File: src/rtl/tff2_pkg.sv
// Shared definitions for the two-stage toggle-code receiver: default word width,
// decoder FSM encoding and the bit-counter width helper.
package tff2_pkg;

  localparam int TFF2_W_DEFAULT = 8;

  typedef enum logic [0:0] {
    IDLE  = 1'b0,
    SHIFT = 1'b1
  } tff2_dec_state_t;

  // One extra bit so the counter can reach W without wrapping.
  function automatic int tff2_cnt_width(input int w);
    return $clog2(w) + 1;
  endfunction

endpackage

File: src/rtl/tff2_diff.sv
// Two cascaded XOR differencers that undo the encoder's double toggle accumulation.
// Runs every cycle; the recovered bit is combinational from q_in and the two delay regs.
module tff2_diff (
  input  logic clk,
  input  logic rst,
  input  logic q_in,
  output logic dbit
);

  logic q_d_r;
  logic t_d_r;
  logic t_s;

  assign t_s  = q_in ^ q_d_r;
  assign dbit = t_s ^ t_d_r;

  // Delay registers for both differencing stages, cleared to the encoder reset state.
  always_ff @(posedge clk or negedge rst) begin
    if (!rst) begin
      q_d_r <= 1'b0;
      t_d_r <= 1'b0;
    end else begin
      q_d_r <= q_in;
      t_d_r <= t_s;
    end
  end

endmodule

File: src/rtl/tff2_decoder.sv
// Toggle-code receiver: recovers bits from the encoder line, frames them LSB-first
// into W-bit words and presents them on a valid/ready port with sticky overflow.
module tff2_decoder
  import tff2_pkg::*;
#(
  parameter int W = TFF2_W_DEFAULT
) (
  input  logic         clk,
  input  logic         rst,
  input  logic         q_in,
  input  logic         frame_start,
  output logic [W-1:0] out_data,
  output logic         out_valid,
  input  logic         out_ready,
  output logic         ovf,
  input  logic         ovf_clr
);

  localparam int CW = tff2_cnt_width(W);

  logic            dbit_s;
  tff2_dec_state_t state_r;
  tff2_dec_state_t state_nxt_s;
  logic [CW-1:0]   cnt_r;
  logic [CW-1:0]   cnt_nxt_s;
  logic [W-1:0]    shift_r;
  logic [W-1:0]    shift_nxt_s;
  logic            complete_s;
  logic            load_s;
  logic            drop_s;
  logic            pop_s;
  logic [W-1:0]    out_data_r;
  logic            out_valid_r;
  logic            ovf_r;

  tff2_diff u_diff (
    .clk  (clk),
    .rst  (rst),
    .q_in (q_in),
    .dbit (dbit_s)
  );

  // Framing FSM: next state, bit counter and shift register contents.
  always_comb begin
    state_nxt_s = state_r;
    cnt_nxt_s   = cnt_r;
    shift_nxt_s = shift_r;
    complete_s  = 1'b0;
    case (state_r)
      IDLE: begin
        if (frame_start) begin
          shift_nxt_s = {{(W-1){1'b0}}, dbit_s};
          cnt_nxt_s   = CW'(1);
          state_nxt_s = SHIFT;
        end else begin
          state_nxt_s = IDLE;
        end
      end
      SHIFT: begin
        if (frame_start) begin
          // Restart drops the partial word; the current bit becomes bit 0.
          shift_nxt_s = {{(W-1){1'b0}}, dbit_s};
          cnt_nxt_s   = CW'(1);
          state_nxt_s = SHIFT;
        end else begin
          for (int i = 0; i < W; i++) begin
            if (cnt_r == CW'(i)) begin
              shift_nxt_s[i] = dbit_s;
            end else begin
              shift_nxt_s[i] = shift_r[i];
            end
          end
          cnt_nxt_s = cnt_r + CW'(1);
          if (cnt_r == CW'(W - 1)) begin
            complete_s  = 1'b1;
            state_nxt_s = IDLE;
          end else begin
            state_nxt_s = SHIFT;
          end
        end
      end
      default: begin
        state_nxt_s = IDLE;
        cnt_nxt_s   = {CW{1'b0}};
      end
    endcase
  end

  // Output port handshake decisions for this edge.
  always_comb begin
    load_s = 1'b0;
    drop_s = 1'b0;
    pop_s  = 1'b0;
    if (complete_s) begin
      if (!out_valid_r || out_ready) begin
        load_s = 1'b1;
      end else begin
        drop_s = 1'b1;
      end
    end else begin
      pop_s = out_valid_r & out_ready;
    end
  end

  // FSM, counter and shift register state.
  always_ff @(posedge clk or negedge rst) begin
    if (!rst) begin
      state_r <= IDLE;
      cnt_r   <= {CW{1'b0}};
      shift_r <= {W{1'b0}};
    end else begin
      state_r <= state_nxt_s;
      cnt_r   <= cnt_nxt_s;
      shift_r <= shift_nxt_s;
    end
  end

  // Holding register, valid flag and sticky overflow (a drop beats a clear).
  always_ff @(posedge clk or negedge rst) begin
    if (!rst) begin
      out_data_r  <= {W{1'b0}};
      out_valid_r <= 1'b0;
      ovf_r       <= 1'b0;
    end else begin
      if (load_s) begin
        out_data_r <= shift_nxt_s;
      end
      if (load_s) begin
        out_valid_r <= 1'b1;
      end else if (pop_s) begin
        out_valid_r <= 1'b0;
      end
      if (drop_s) begin
        ovf_r <= 1'b1;
      end else if (ovf_clr) begin
        ovf_r <= 1'b0;
      end
    end
  end

  assign out_data  = out_data_r;
  assign out_valid = out_valid_r;
  assign ovf       = ovf_r;

endmodule
File: config.mk
export PLATFORM = sky130hd
export DESIGN_NAME = tff2_decoder
export DESIGN_NICKNAME = d
export VERILOG_FILES = /design/src/rtl/tff2_pkg.sv /design/src/rtl/tff2_diff.sv /design/src/rtl/tff2_decoder.sv
export SDC_FILE = /design/constraint.sdc
export NUM_CORES = 1
export LEC_CHECK = 0
export CAP_MARGIN = 30
export CORE_ASPECT_RATIO = 1.75
export CORE_UTILIZATION = 45
export CTS_BUF_LIST = sky130_fd_sc_hd__clkbuf_4
export DETAILED_ROUTE_END_ITERATION = 7
export PLACE_DENSITY = 0.67
export SKIP_CTS_REPAIR_TIMING = 1
export SLEW_MARGIN = 30
export SYNTH_ARGS = -nofsm -noshare
export SYNTH_HDL_FRONTEND = slang
export SYNTH_SLANG_ARGS = --single-unit
File: constraint.sdc
create_clock -name clk -period 2.4 [get_ports clk]
set_clock_uncertainty 0.1 [all_clocks]
set_input_delay 0.72 -clock clk [delete_from_list [all_inputs] [get_ports clk]]
set_output_delay 0.72 -clock clk [all_outputs]
set_load 0.01 [all_outputs]
# After elaboration in Yosys (flattened, before gate mapping)
# Index checks and enable logic that the tools add are counted.
word_totals:
  word_cells: 56
  register_bits: 25
  input_bits: 6
  out_inout_bits: 10
classes:
  mux: 30
  n_reduce_logical: 5
  n_eq_ne: 8
  addsub: 1
  n_bitwise: 4
op_table:
  columns: ["operator", "count"]
  rows:
  - ["1-bit 2-to-1 mux", 23]
  - ["4-bit by 3-bit equality test with 1-bit output, second input constant", 4]
  - ["8-bit 2-to-1 mux", 2]
  - ["8-bit case mux with 2 select lines", 1]
  - ["4-bit by 2-bit equality test with 1-bit output, second input constant", 2]
  - ["4-bit 2-to-1 mux", 2]
  - ["4-bit case mux with 2 select lines", 1]
  - ["4-bit by 1-bit adder with 4-bit output, second input constant", 1]
  - ["4-bit by 1-bit equality test with 1-bit output, second input constant", 1]
  - ["4-bit zero test", 1]
  - ["2-bit nonzero test", 2]
  - ["2-bit != test, second input constant", 1]
  - ["1-bit case mux with 2 select lines", 1]
  - ["1-bit XOR", 2]
  - ["1-bit bitwise AND", 1]
  - ["1-bit zero test", 1]
  - ["1-bit logical OR", 1]
  - ["1-bit inverter", 1]

# Depth between registers and ports, before layout
# Gate-level depths: netlist (run 1).
logic_depth:
  depth_word: 7
  ltp_mapped: 5
  depth_no_buf: 5

# Hierarchy
# A second synthesis (run 1) with hierarchy kept.
unflattened:
  hier_cells: 99
  area_unflattened_um2: 1209.9
modules_own_cells:
  columns: ["module", "area_each_um2", "cells_per_inst", "instances"]
  rows:
  - ["tff2_decoder", 1127.3, 95, 1]
  - ["tff2_diff", 82.6, 4, 1]

# Worst setup path before layout (run 1)
# Ideal clock, no wire load.
synth_timing:
  kind: "input-to-reg"
  from: "input out_ready"
  to: "register out_data_r[0], in the netlist out_data[0]"
  setup_slack_ps: 535
  t_required_ps: 2175
  path_buffers: 1
  stages: 4
  setup_ps: 125
  arrival_time_ps: 1640
  path_cell_list: "or2b_2 -> and3_4 -> buf_12 -> mux2_4"
synth_between:
  elab_chain_cells: 3
synth_rtl:
  columns: ["item", "line", "text"]
  rows:
  - ["start, declared", "tff2_decoder.sv:14", "input logic out_ready,"]
  - ["1-bit logical OR", "tff2_decoder.sv:95", "if (!out_valid_r || out_ready) begin"]
  - ["1-bit 2-to-1 mux", "tff2_decoder.sv:95", null]
  - ["1-bit 2-to-1 mux", "tff2_decoder.sv:94", "if (complete_s) begin"]
  - ["end signal, assigned", "tff2_decoder.sv:121", "out_data_r <= {W{1'b0}};"]
  - ["end signal, assigned", "tff2_decoder.sv:126", "out_data_r <= shift_nxt_s;"]
  - ["end, declared", "tff2_decoder.sv:32", "logic [W-1:0] out_data_r;"]
# No other way between the ends.
# A chain may end at the register's enable or synchronous reset.

# Worst setup path after layout (run 1)
layout_timing:
  from: "register out_data_r[1], in the netlist out_data[1]"
  to: "output out_data[1]"
layout_lines:
  columns: ["item", "line", "text"]
  rows:
  - ["end, declared", "tff2_decoder.sv:12", "output logic [W-1:0] out_data,"]
# No word-level cell between the ends.

==> impl_metrics.csv, run 1 <==
group,metric,value,unit
final_layout,fin_util,56.5,%
timing,timing.final.setup_violations,0,
global_routing,grt_antenna_before_repair,0,
critical_path,worstSetupStartpoint,"out_data[1]",
timing,max-slew-margin-rel,74.4,%
timing,grt_setup_unrepaired,"no",
critical_path,regToRegEndpoint,"out_data[2]",
cts,cts_sinks,24,
pwr,power.density_cell_area,822,mW/mm^2
yosys,synth-simple-area-share,16.6,%
final_layout,area_growth,18.4,%
global_routing,grt_start_max_net_pins,25,
global_routing,grt_first_pass_wirelength,3770,um
cts,tritoncts,"done",
yosys,synth_adder_area_share,4.21,%
yosys,synth_nets,110,
critical_path,crit_path_end_kind,"output port",
pwr,seq_power_share,45.7,%
floorplanning,full_die_area,0.00286,mm^2
final_layout,highest_count_cells_in_the_layout_ignoring_fill_and_taps,"sky130_fd_sc_hd__dfrtp_1, sky130_fd_sc_hd__clkdlybuf4s50_1, sky130_fd_sc_hd__nand2_1, sky130_fd_sc_hd__a31oi_1, sky130_fd_sc_hd__inv_1",
yosys,post-synth-top-area-fraction,50.5,%
yosys,synth_top_family_by_area,"simple AND/OR/NAND/NOR gates",
yosys,synth_largest_area_cell,"sky130_fd_sc_hd__dfrtp_1",
critical_path,cp_max_fo,2,
pwr,leakage_power_of_the_design,0.653,nW
critical_path,setup.reg_to_reg.worst_slack,0.58,ns
pwr,p_int,834,uW
cts,numCtsBuffers,3,
yosys,synth_compound_gate_area_share,9.25,%
run,drv.max_cap_violation_count,0,
timing,finalHoldViolations,0,
pwr,power_frac_comb,28.8,%
critical_path,rr_startpoint,"cnt_r[0]",
min_path,holdPathEnd,"u_diff.t_d_r",
detailed_routing,antenna_left,0,
min_path,type_of_the_tightest_min_delay_check,"reg2reg",
timing,final_max_slew_viol_count,0,
global_routing,track_usage,18.9,%
global_routing,grt.overflow.total,0,
yosys,synth.area.mux_share,8.10,%
timing,final_period_minus_worst_setup_slack,2.08,ns
timing,tightest_slew,0.383,ns
yosys,synth-seq-area-share,50.5,%
critical_path,timing.critical_path.cells,"clkdlybuf4s50_1",
cts,cts_buffer_depth,2,
floorplanning,boundaryPins,16,
final_layout,mostFrequentLayoutCell,"sky130_fd_sc_hd__dfrtp_1",
placed_design,io_buffers,15,
detailed_routing,postRouteWirelength,2320,um
critical_path,critPathRequiredTime,1.58,ns
critical_path,critical_path.n_buffers_inverters,1,
detailed_routing,route.detailed.wl_per_inst,16.2,um
pwr,power.switching,324,uW
final_layout,nNetsFinal,128,
final_layout,final_layout_size_suffix_gt1_share,16.2,%
timing,hold_ws,0.415,ns
floorplanning,die-width,40.9,um
timing,finalSetupTns,0,ns
cts,clkLatencyLatePin,0.33,ns
min_path,min_from,"u_diff.q_d_r",
final_layout,diodes,0,
critical_path,cp_slowest_cell,"sky130_fd_sc_hd__clkdlybuf4s50_1",
pwr,clkPwrFrac,25.5,%
detailed_routing,drt_pass1_iterations,4,
placed_design,detailedPlacementHpwl,1740,um
critical_path,timing.setup.critical_path_class,"reg2out",
placed_design,gp_congestion,0.781,
yosys,postSynthAreaPerCell,11.9,um^2
pwr,largest_voltage_drop_on_the_vdd_net,0.000445,V
floorplanning,rows,24,
critical_path,timing.critical_path.slowest_cell_delay,0.54,ns
final_layout,design_area,0.00141,mm^2
critical_path,critical-path-top-delay-family,"buffers and inverters",
yosys,netlist_instances,100,
placed_design,placedInstanceArea,0.00136,mm^2
timing,layout_worst_path_cycle_share,86.7,%
cts,htree_levels,1,
min_path,whs_path_cells,1,
yosys,synth_xor_xnor_area_share,4.94,%
critical_path,arrival,1.26,ns
yosys,synth_area_leaders,"sky130_fd_sc_hd__dfrtp_1, sky130_fd_sc_hd__mux2_4, sky130_fd_sc_hd__a31oi_1",
global_routing,vias_in_the_first_global_route,811,
yosys,ys_ff_latch,24,
yosys,synth_cell_type_count,34,
floorplanning,die_span_y,70.0,um
yosys,synthesis.area,0.00119,mm^2
floorplanning,start_util,47.7,%
critical_path,timing.reg2reg.worst_path_depth,4,
timing,fmaxAchievable,481,MHz
critical_path,startpoint_type,"flop",
detailed_routing,remaining_drc_errors,0,
detailed_routing,vias,821,
detailed_routing,route.detailed.vias_per_inst,5.74,
yosys,warning_count_from_the_yosys_run,0,
floorplanning,core-area,0.00249,mm^2
cts,clk_pin_slew,0.14,ns
detailed_routing,dr.first_iter.drc_count,14,
run_status,status,"complete, no violations",
pwr,p_sw_share,28.0,%
cts,clk_root_buffer_cell,"sky130_fd_sc_hd__clkbuf_4",
-- power by group through the flow --
stage | clock network (mW) | registers, mW | logic (mW)
floorplan | 0 | 0.541 | 0.182
global placement | 0 | 0.536 | 0.327
detailed placement | 0 | 0.538 | 0.335
CTS | 0.302 | 0.529 | 0.336
global route | 0.313 | 0.540 | 0.367
finish | 0.296 | 0.529 | 0.334
-- worst max path at each step --
stage,to,slack [ns],depth (start not counted)
after floorplan,out_data[0],0.54,4
after global placement,shift_r[2],0.16,4
after detailed placement,shift_r[2],0.09,4
after CTS,out_data[1],0.31,1
after global routing,out_data[5],0.27,1
final,out_data[1],0.32,1
-- routing by layer --
metal,vias up,GRT usage [%],share of wire (%)
met5,-,0,0
met4,0,9.26,2.8
met3,7,2.22,2.3
met2,15,30.7,53
met1,407,22.7,41
li1,392,-,-
-- sequential cells by signal, summed over array words and instances, names as in the netlist --
register / flops
out_data: 8
shift_r: 7
cnt_r: 4
out_valid: 1
ovf: 1
state_r: 1
u_diff.q_d_r: 1
u_diff.t_d_r: 1
-- layout make-up --
type                    instances  area, um^2
fillers                       218        1080
multi-input cells              63         513
well taps                      26        32.5
inverters                       6        22.5
clock inverters                 1        30.0
clock buffers                   3        22.5
flip-flops and latches         24         601
repair buffers                 20         188
-- cells in the mapped netlist (all sizes together) --
cell type  number
nor3b           1
clkbuf          2
a21oi           1
nand4           2
a211oi          1
mux2            6
a311oi          1
nand3           3
dfrtp          24
a41o            1
o21ai           1
ha              4
buf             5
a31oi           8
nand4b          4
xnor2           1
xor2            3
and4b           1
nor2            4
o31ai           1
nand2           8
or2b            1
xor3            1
mux2i           1
and3            1
a21o            1
nand3b          4
inv             6
o32ai           1
and4bb          1
and2            1
-- kinds of logic after synthesis --
group	after synthesis
XOR/XNOR	5
AND/OR/NAND/NOR	31
adder cells (fa/ha/maj)	4
multiplexers	7
flip-flops	24
buffers and inverters	13
AO/OA/AOI/OAI	16
-- metrics by stage --
stage / total power [mW] / instances / setup WS, ns
after global routing: 1.22 / 143 / 0.265
after floorplan: 0.722 / 100 / 0.535
after detailed placement: 0.873 / 139 / 0.0854
after CTS: 1.17 / 143 / 0.311
final: 1.16 / 143 / 0.319
after global placement: 0.863 / 139 / 0.162
Note: power is estimated with default switching activity, not from simulation.
==> inputs of run 2 (changes only) <==
TNS_END_PERCENT = 1   (was unset)
==> results of run 2 <==
Same layout as run 1: the final DEF is identical, and so are final timing and power.
